$ cat src/rtl/taxi_fare_meter_if.sv
// Trip-control and fare-readout bundle shared by the meter and whatever drives it.
interface taxi_fare_meter_if #(
    parameter int W = 32
);
    logic         start;
    logic         stop;
    logic         dist_pulse;
    logic         low_speed;
    logic         night;
    logic [W-1:0] distance;
    logic [W-1:0] wait_units;
    logic [W-1:0] fare;
    logic [1:0]   state;
    logic         fare_valid;

    modport master (
        output start, stop, dist_pulse, low_speed, night,
        input  distance, wait_units, fare, state, fare_valid
    );

    modport slave (
        input  start, stop, dist_pulse, low_speed, night,
        output distance, wait_units, fare, state, fare_valid
    );
endinterface

$ cat src/rtl/taxi_fare_meter.sv
// Taxi fare meter: flag-fall fare plus tiered per-step distance charge and
// low-speed waiting charge, with a RUN/HOLD/IDLE trip state machine.
module taxi_fare_meter #(
    parameter int W           = 32,
    parameter int BASE_FARE   = 130,
    parameter int BASE_DIST   = 3000,
    parameter int STEP_DIST   = 1000,
    parameter int RATE1       = 23,
    parameter int TIER2_DIST  = 10000,
    parameter int RATE2       = 33,
    parameter int NBASE_FARE  = 160,
    parameter int NRATE1      = 28,
    parameter int NRATE2      = 40,
    parameter int WAIT_CYCLES = 60,
    parameter int WAIT_RATE   = 23
) (
    input logic             clk,
    input logic             rst_n,
    taxi_fare_meter_if.slave bus
);

    localparam int STEP_W = $clog2(STEP_DIST + 1);
    localparam int WAIT_W = $clog2(WAIT_CYCLES + 1);

    localparam logic [W-1:0] DAY_BASE   = W'(BASE_FARE);
    localparam logic [W-1:0] NIGHT_BASE = W'(NBASE_FARE);
    localparam logic [W-1:0] DAY_R1     = W'(RATE1);
    localparam logic [W-1:0] DAY_R2     = W'(RATE2);
    localparam logic [W-1:0] NIGHT_R1   = W'(NRATE1);
    localparam logic [W-1:0] NIGHT_R2   = W'(NRATE2);
    localparam logic [W-1:0] WAIT_CHG   = W'(WAIT_RATE);
    localparam logic [W-1:0] FREE_DIST  = W'(BASE_DIST);
    localparam logic [W-1:0] TIER2_EDGE = W'(TIER2_DIST);

    localparam logic [STEP_W-1:0] STEP_LAST = STEP_W'(STEP_DIST - 1);
    localparam logic [WAIT_W-1:0] WAIT_LAST = WAIT_W'(WAIT_CYCLES - 1);

    typedef enum logic [1:0] {
        IDLE = 2'd0,
        RUN  = 2'd1,
        HOLD = 2'd2
    } state_t;

    state_t              state_r;
    logic                night_r;
    logic [W-1:0]        distance_r;
    logic [W-1:0]        wait_units_r;
    logic [W-1:0]        fare_r;
    logic                fare_valid_r;
    logic [STEP_W-1:0]   step_cnt;
    logic [WAIT_W-1:0]   wait_cnt;
    logic [W-1:0]        dist_fare;
    logic [W-1:0]        wait_fare;

    logic [W-1:0]        dist_next;
    logic [W-1:0]        step_rate;
    logic [W-1:0]        trip_base;
    logic [W-1:0]        start_base;
    logic [W-1:0]        fare_sum;

    function automatic logic [W-1:0] sat_add(input logic [W-1:0] a, input logic [W-1:0] b);
        logic [W:0] s;
        s = {1'b0, a} + {1'b0, b};
        return s[W] ? {W{1'b1}} : s[W-1:0];
    endfunction

    // Derived values: next distance, rate for a step ending at that distance, and the running total
    always_comb begin
        dist_next  = (distance_r == {W{1'b1}}) ? distance_r : distance_r + W'(1);
        if (night_r)
            step_rate = (dist_next <= TIER2_EDGE) ? NIGHT_R1 : NIGHT_R2;
        else
            step_rate = (dist_next <= TIER2_EDGE) ? DAY_R1 : DAY_R2;
        trip_base  = night_r ? NIGHT_BASE : DAY_BASE;
        start_base = bus.night ? NIGHT_BASE : DAY_BASE;
        fare_sum   = sat_add(sat_add(trip_base, dist_fare), wait_fare);
    end

    // Trip state machine with all counters, accumulators and registered outputs
    always_ff @(posedge clk or negedge rst_n) begin
        if (!rst_n) begin
            state_r      <= IDLE;
            night_r      <= 1'b0;
            distance_r   <= '0;
            wait_units_r <= '0;
            fare_r       <= '0;
            fare_valid_r <= 1'b0;
            step_cnt     <= '0;
            wait_cnt     <= '0;
            dist_fare    <= '0;
            wait_fare    <= '0;
        end else begin
            case (state_r)
                IDLE, HOLD: begin
                    // IDLE is always all-zero, so a stop there is a harmless re-clear
                    if (bus.start) begin
                        state_r      <= RUN;
                        night_r      <= bus.night;
                        distance_r   <= '0;
                        wait_units_r <= '0;
                        fare_r       <= start_base;
                        fare_valid_r <= 1'b0;
                        step_cnt     <= '0;
                        wait_cnt     <= '0;
                        dist_fare    <= '0;
                        wait_fare    <= '0;
                    end else if (bus.stop) begin
                        state_r      <= IDLE;
                        night_r      <= 1'b0;
                        distance_r   <= '0;
                        wait_units_r <= '0;
                        fare_r       <= '0;
                        fare_valid_r <= 1'b0;
                        step_cnt     <= '0;
                        wait_cnt     <= '0;
                        dist_fare    <= '0;
                        wait_fare    <= '0;
                    end
                end
                RUN: begin
                    // The fare register always settles from the accumulators, so the
                    // held fare matches the frozen counters even if a step just landed
                    fare_r <= fare_sum;
                    if (bus.stop) begin
                        state_r      <= HOLD;
                        fare_valid_r <= 1'b1;
                    end else begin
                        if (bus.dist_pulse) begin
                            distance_r <= dist_next;
                            if (distance_r >= FREE_DIST) begin
                                if (step_cnt == STEP_LAST) begin
                                    step_cnt  <= '0;
                                    dist_fare <= sat_add(dist_fare, step_rate);
                                end else begin
                                    step_cnt <= step_cnt + STEP_W'(1);
                                end
                            end
                        end
                        if (bus.low_speed) begin
                            if (wait_cnt == WAIT_LAST) begin
                                wait_cnt     <= '0;
                                wait_units_r <= sat_add(wait_units_r, W'(1));
                                wait_fare    <= sat_add(wait_fare, WAIT_CHG);
                            end else begin
                                wait_cnt <= wait_cnt + WAIT_W'(1);
                            end
                        end
                    end
                end
                default: begin
                    state_r      <= IDLE;
                    night_r      <= 1'b0;
                    distance_r   <= '0;
                    wait_units_r <= '0;
                    fare_r       <= '0;
                    fare_valid_r <= 1'b0;
                    step_cnt     <= '0;
                    wait_cnt     <= '0;
                    dist_fare    <= '0;
                    wait_fare    <= '0;
                end
            endcase
        end
    end

    assign bus.distance   = distance_r;
    assign bus.wait_units = wait_units_r;
    assign bus.fare       = fare_r;
    assign bus.state      = state_r;
    assign bus.fare_valid = fare_valid_r;

endmodule

$ cat src/flat_wrapper.sv
// flat-port wrapper written by rule: the top's interface ports become plain ports
module taxi_fare_meter_flat 
#(
    parameter int W           = 32,
    parameter int BASE_FARE   = 130,
    parameter int BASE_DIST   = 3000,
    parameter int STEP_DIST   = 1000,
    parameter int RATE1       = 23,
    parameter int TIER2_DIST  = 10000,
    parameter int RATE2       = 33,
    parameter int NBASE_FARE  = 160,
    parameter int NRATE1      = 28,
    parameter int NRATE2      = 40,
    parameter int WAIT_CYCLES = 60,
    parameter int WAIT_RATE   = 23
)
  (clk, rst_n, bus_start, bus_stop, bus_dist_pulse, bus_low_speed, bus_night, bus_distance, bus_wait_units, bus_fare, bus_state, bus_fare_valid);
  taxi_fare_meter_if #(.W(W)) bus_i ();
  input logic clk;
  input logic rst_n;
  input wire logic [$bits(bus_i.start)-1:0] bus_start;
  input wire logic [$bits(bus_i.stop)-1:0] bus_stop;
  input wire logic [$bits(bus_i.dist_pulse)-1:0] bus_dist_pulse;
  input wire logic [$bits(bus_i.low_speed)-1:0] bus_low_speed;
  input wire logic [$bits(bus_i.night)-1:0] bus_night;
  output wire logic [$bits(bus_i.distance)-1:0] bus_distance;
  output wire logic [$bits(bus_i.wait_units)-1:0] bus_wait_units;
  output wire logic [$bits(bus_i.fare)-1:0] bus_fare;
  output wire logic [$bits(bus_i.state)-1:0] bus_state;
  output wire logic [$bits(bus_i.fare_valid)-1:0] bus_fare_valid;
  assign bus_i.start = bus_start;
  assign bus_i.stop = bus_stop;
  assign bus_i.dist_pulse = bus_dist_pulse;
  assign bus_i.low_speed = bus_low_speed;
  assign bus_i.night = bus_night;
  assign bus_distance = bus_i.distance;
  assign bus_wait_units = bus_i.wait_units;
  assign bus_fare = bus_i.fare;
  assign bus_state = bus_i.state;
  assign bus_fare_valid = bus_i.fare_valid;
  taxi_fare_meter #(.W(W), .BASE_FARE(BASE_FARE), .BASE_DIST(BASE_DIST), .STEP_DIST(STEP_DIST), .RATE1(RATE1), .TIER2_DIST(TIER2_DIST), .RATE2(RATE2), .NBASE_FARE(NBASE_FARE), .NRATE1(NRATE1), .NRATE2(NRATE2), .WAIT_CYCLES(WAIT_CYCLES), .WAIT_RATE(WAIT_RATE)) u_core (.clk(clk), .rst_n(rst_n), .bus(bus_i));
endmodule
$ cat config.mk
export PLATFORM = sky130hd
export DESIGN_NAME = taxi_fare_meter_flat
export DESIGN_NICKNAME = d
export VERILOG_FILES = /design/src/rtl/taxi_fare_meter_if.sv /design/src/rtl/taxi_fare_meter.sv /design/src/flat_wrapper.sv
export SDC_FILE = /design/constraint.sdc
export NUM_CORES = 1
export LEC_CHECK = 0
export CAP_MARGIN = 20
export CORE_MARGIN = 8
export CORE_UTILIZATION = 54
export CTS_CLUSTER_SIZE = 20
export DETAILED_ROUTE_END_ITERATION = 10
export GPL_TIMING_DRIVEN = 0
export PLACE_DENSITY = 0.78
export SYNTH_ARGS = -nofsm -noshare
export SYNTH_HDL_FRONTEND = slang
export SYNTH_SLANG_ARGS = --single-unit
$ cat constraint.sdc
create_clock -name clk -period 4.87 [get_ports clk]
set_input_delay 0.7305 -clock clk [delete_from_list [all_inputs] [get_ports clk]]
set_output_delay 0.7305 -clock clk [all_outputs]
set_load 0.02 [all_outputs]
==> impl_metrics.toml <==
[place]
dpl.hpwl_mm = 28.4
gp_routability_congestion = 0.955
port_buffers = 105
dpl-instance-area_um2 = 13900

[setup_path]
crit_fanout = 10
critical_path.cell_chain = "ha_1 > nand3_1 > nor2_2 > o21a_1 > nor2_4 > or3_4 > buf_2 > nand2_1 > ha_1 > buf_2 > a21o_1 > a21o_1 > a21o_1 > a221o_1 > a31o_4 > a311o_1 > buf_4 > buf_2 > o21ai_0 > nand2_1"
path_class = "reg -> reg"
critical_path.slowest_cell = "or3_4"
cp-start-kind = "flip-flop"
critical_path.reg2reg.endpoint = "u_core.bus.fare[13]"
cp.required_ns = 5.20
ff2ff_path_depth = 20
r2r-start = "u_core.dist_fare[5]"
critical_path_arrival_ns = 5.09
setup.reg_to_reg.worst_slack_ns = 0.11
cpPeakStageDelay_ns = 0.44
critPathCaptureType = "flip-flop"

[final_layout]
num_antenna_cells = 0
final_layout_size_suffix_gt1_share_pct = 10.5
finish.instance_area_um2 = 14900
final_net_count = 1753
syn_to_final_growth_pct = 19.5

[timing]
timing.fmax_mhz = 210
timing.final.crit_share_pct = 97.8
final-max-slew-violation-count = 0
timing_worst_slew_pin_value_ns = 1.04
layout_min_cycle_time_ns = 4.76
finalHoldViolCount = 0
skew_ns = 0.0153
setup_total_negative_slack_ns = 0
timing.max_slew.rel_slack_pct = 30.3
setup_viol_count_final = 0

[route]
antenna_violating_nets_left = 0
routed_vias = 12900
drt-pass1-iter-count = 6
drc = 0
post_drt_via_cell_ratio = 6.46
drt-wirelength-per-cell_um = 20.1
totalWireLength_mm = 40.1
detail_route.iter0.violations = 1342

[floorplanning]
die_width_um = 168
row_count = 55
die_y_um = 168
core_area_um2 = 22600
design.die.area_um2 = 28200
io-pin-count = 106
starting_utilization_of_the_core_area_pct = 55.1

[flow_run]
maxCapViolCount = 0

[synthesis]
synth-warning-count = 0
synth_area_um2 = 12500
synthDistinctLibCells = 80
synthesized_net_count = 1614
postSynthCellCount = 1558
synth_async_sr_flop_share_pct = 100
top_flip_flop_cell_by_instance_count_after_synthesis = "dfrtp_1"
post_synth.cell_area_avg_um2 = 8.00
synth_enable_flop_cells = 0
synth.ff_latch_count = 179
synth_seq_area_share_pct = 35.9

[power_and_ir_drop]
vdd.ir_drop.worst_v = 0.000196
power_per_cell_area_nw_per_um2 = 320
netSwitchingPower_mw = 1.80
power.sequential.fraction_pct = 36.5
pwr-share-clk_pct = 31.3
p_sw_share_pct = 37.8
leakagePower_nw = 6.63
intPower_mw = 2.96
power.combinational.fraction_pct = 32.2

[clock_network]
cts_tree = "yes"
clk_sink_count = 179
number_of_buffers_created_by_cts = 17
ctsLongestPathBuffers = 2
cts_root_buffer = "clkbuf_16"
clkLatencyLatePin_ns = 0.45
cts.reportedPaths.clkPinSlew_ns = 0.08
cts_htree_levels = 4

[global_routing]
grt_util_all_layers_pct = 27.7
largest_net_degree_at_the_start_of_global_routing = 105
grt_first_pass_wirelength_mm = 63.8
final_global_route_overflow_total = 0
grt_antenna_before_repair = 0
grt_pass1_vias = 11900

[min_path]
min_path_type = "in -> async"

[outcome]
status = "finished, final reports clean"
[cell usage in the layout, fill, tap and decap left out, types with 25 or more instances in the layout]
master and instances:
a21oi_1 173, a31oi_1 39, o22a_1 35, inv_1 29, dfrtp_1 168, nand2_1 187, ha_1 43, and3_1 36
nor2_1 94, nand4_1 30, buf_4 27, o21ai_0 157, a21o_1 25, xnor2_1 38, clkbuf_1 61, nand3_1 78
clkdlybuf4s50_1 104
[worst max path at each step]
stage,startpoint,end
after CTS,u_core.night_r,u_core.bus.fare[12]
final,u_core.dist_fare[5],u_core.bus.fare[13]
after global placement,rst_n,u_core.bus.distance[29]
after global routing,u_core.bus.distance[15],u_core.dist_fare[29]
after detailed placement,u_core.night_r,u_core.bus.fare[0]
after floorplan,u_core.bus.distance[0],u_core.dist_fare[31]
[power groups by stage]
stage / Combinational, mW / Sequential, mW / Clock, mW
2_1_floorplan: 0.928 / 1.77 / 0
3_5_place_dp: 1.47 / 1.76 / 0
3_3_place_gp: 1.45 / 1.76 / 0
4_1_cts: 1.49 / 1.73 / 1.50
5_1_grt: 1.68 / 1.75 / 1.56
6_report: 1.53 / 1.74 / 1.49
[cells in the mapped netlist (all sizes together), types with 5 or more instances]
cell type,number,area (um^2)
or2,12,75.1
clkbuf,74,279
ha,47,588
dfrtp,179,4480
a21o,25,188
o21a,8,60.1
nor2,103,389
o41ai,7,61.3
a31oi,39,244
o21ai,175,876
nand4,31,209
or3,17,106
a41oi,9,78.8
xor2,22,193
a211oi,8,60.1
o22a,35,307
a31o,8,70.1
and4,10,93.8
nand2,189,712
nor4,8,65.1
buf,31,195
and3,41,265
nand2b,16,100
inv,30,113
nor3,27,135
o31ai,22,165
a21oi,175,880
xnor2,38,333
and2,15,100
o22ai,5,31.3
nand3,84,420
nor2b,15,93.8
[registers in the layout (all words and copies together), names as in the netlist, 6 cells and up]
name	count
u_core.wait_fare	32
u_core.step_cnt	10
u_core.bus.fare	32
u_core.dist_fare	32
u_core.bus.distance	32
u_core.wait_cnt	6
u_core.bus.wait_units	32
[metal layers]
| layer | global-route usage [%] | vias up | share of wire (%) |
|---|---|---|---|
| met5 | 0 | - | 0 |
| met4 | 10.2 | 0 | 3.2 |
| met3 | 5.89 | 92 | 8.9 |
| met2 | 43.7 | 665 | 45 |
| met1 | 36.9 | 6133 | 43 |
| li1 | - | 5989 | - |
[metrics by stage]
step                      total power, mW  setup slack (ns)  hold WS [ns]  util [%]  std cells
after floorplan                      2.70             0.136         0.435         -       1558
after global placement               3.20             -4.50         0.451      61.3       1948
after detailed placement             3.23            -0.593         0.459      61.5       1951
after CTS                            4.72         0.0000191         0.274      64.7       1987
after global routing                 4.99           -0.0197         0.292      65.8       1995
final                                4.76             0.108         0.228      65.8       1995
[what timing repair did]
item                                    CTS  global route
gates resized for setup                  23            74
buffers inserted                          9             8
hold buffers                              0             0
pin swaps                                 4            10
gates cloned                              0             0
endpoints found under the setup margin   61            63
[kinds of logic (layout without fill, tap and decap cells)]
group	Yosys count	in the layout	share of synthesized area [%]
AND/OR/NAND/NOR	578	578	22.8
XOR/XNOR	60	60	4.21
buffers and inverters	135	287	4.71
adder cells (fa/ha/maj)	49	49	5.04
multiplexers	8	8	0.682
flip-flops	179	179	35.9
AO/OA/AOI/OAI	549	549	26.6
[critical path: cells and delay by family, from the launching register on]
kind | cells | cell delay [ns]
simple gates | 6 | 0.92
flops | 1 | 0.42
buf+inv | 4 | 0.73
compound gates | 8 | 2.03
fa+ha+maj | 2 | 0.55
[area by class of cell]
type / instances / area, um^2
Tap cell: 285 / 357
Multi-Input combinational cell: 1244 / 7600
Clock inverter: 15 / 201
Inverter: 30 / 113
Buffer: 100 / 478
Timing Repair Buffer: 125 / 1240
Sequential cell: 179 / 4490
Fill cell: 1906 / 7730
Clock buffer: 17 / 425
No activity file was read; power rests on OpenSTA's default activity.
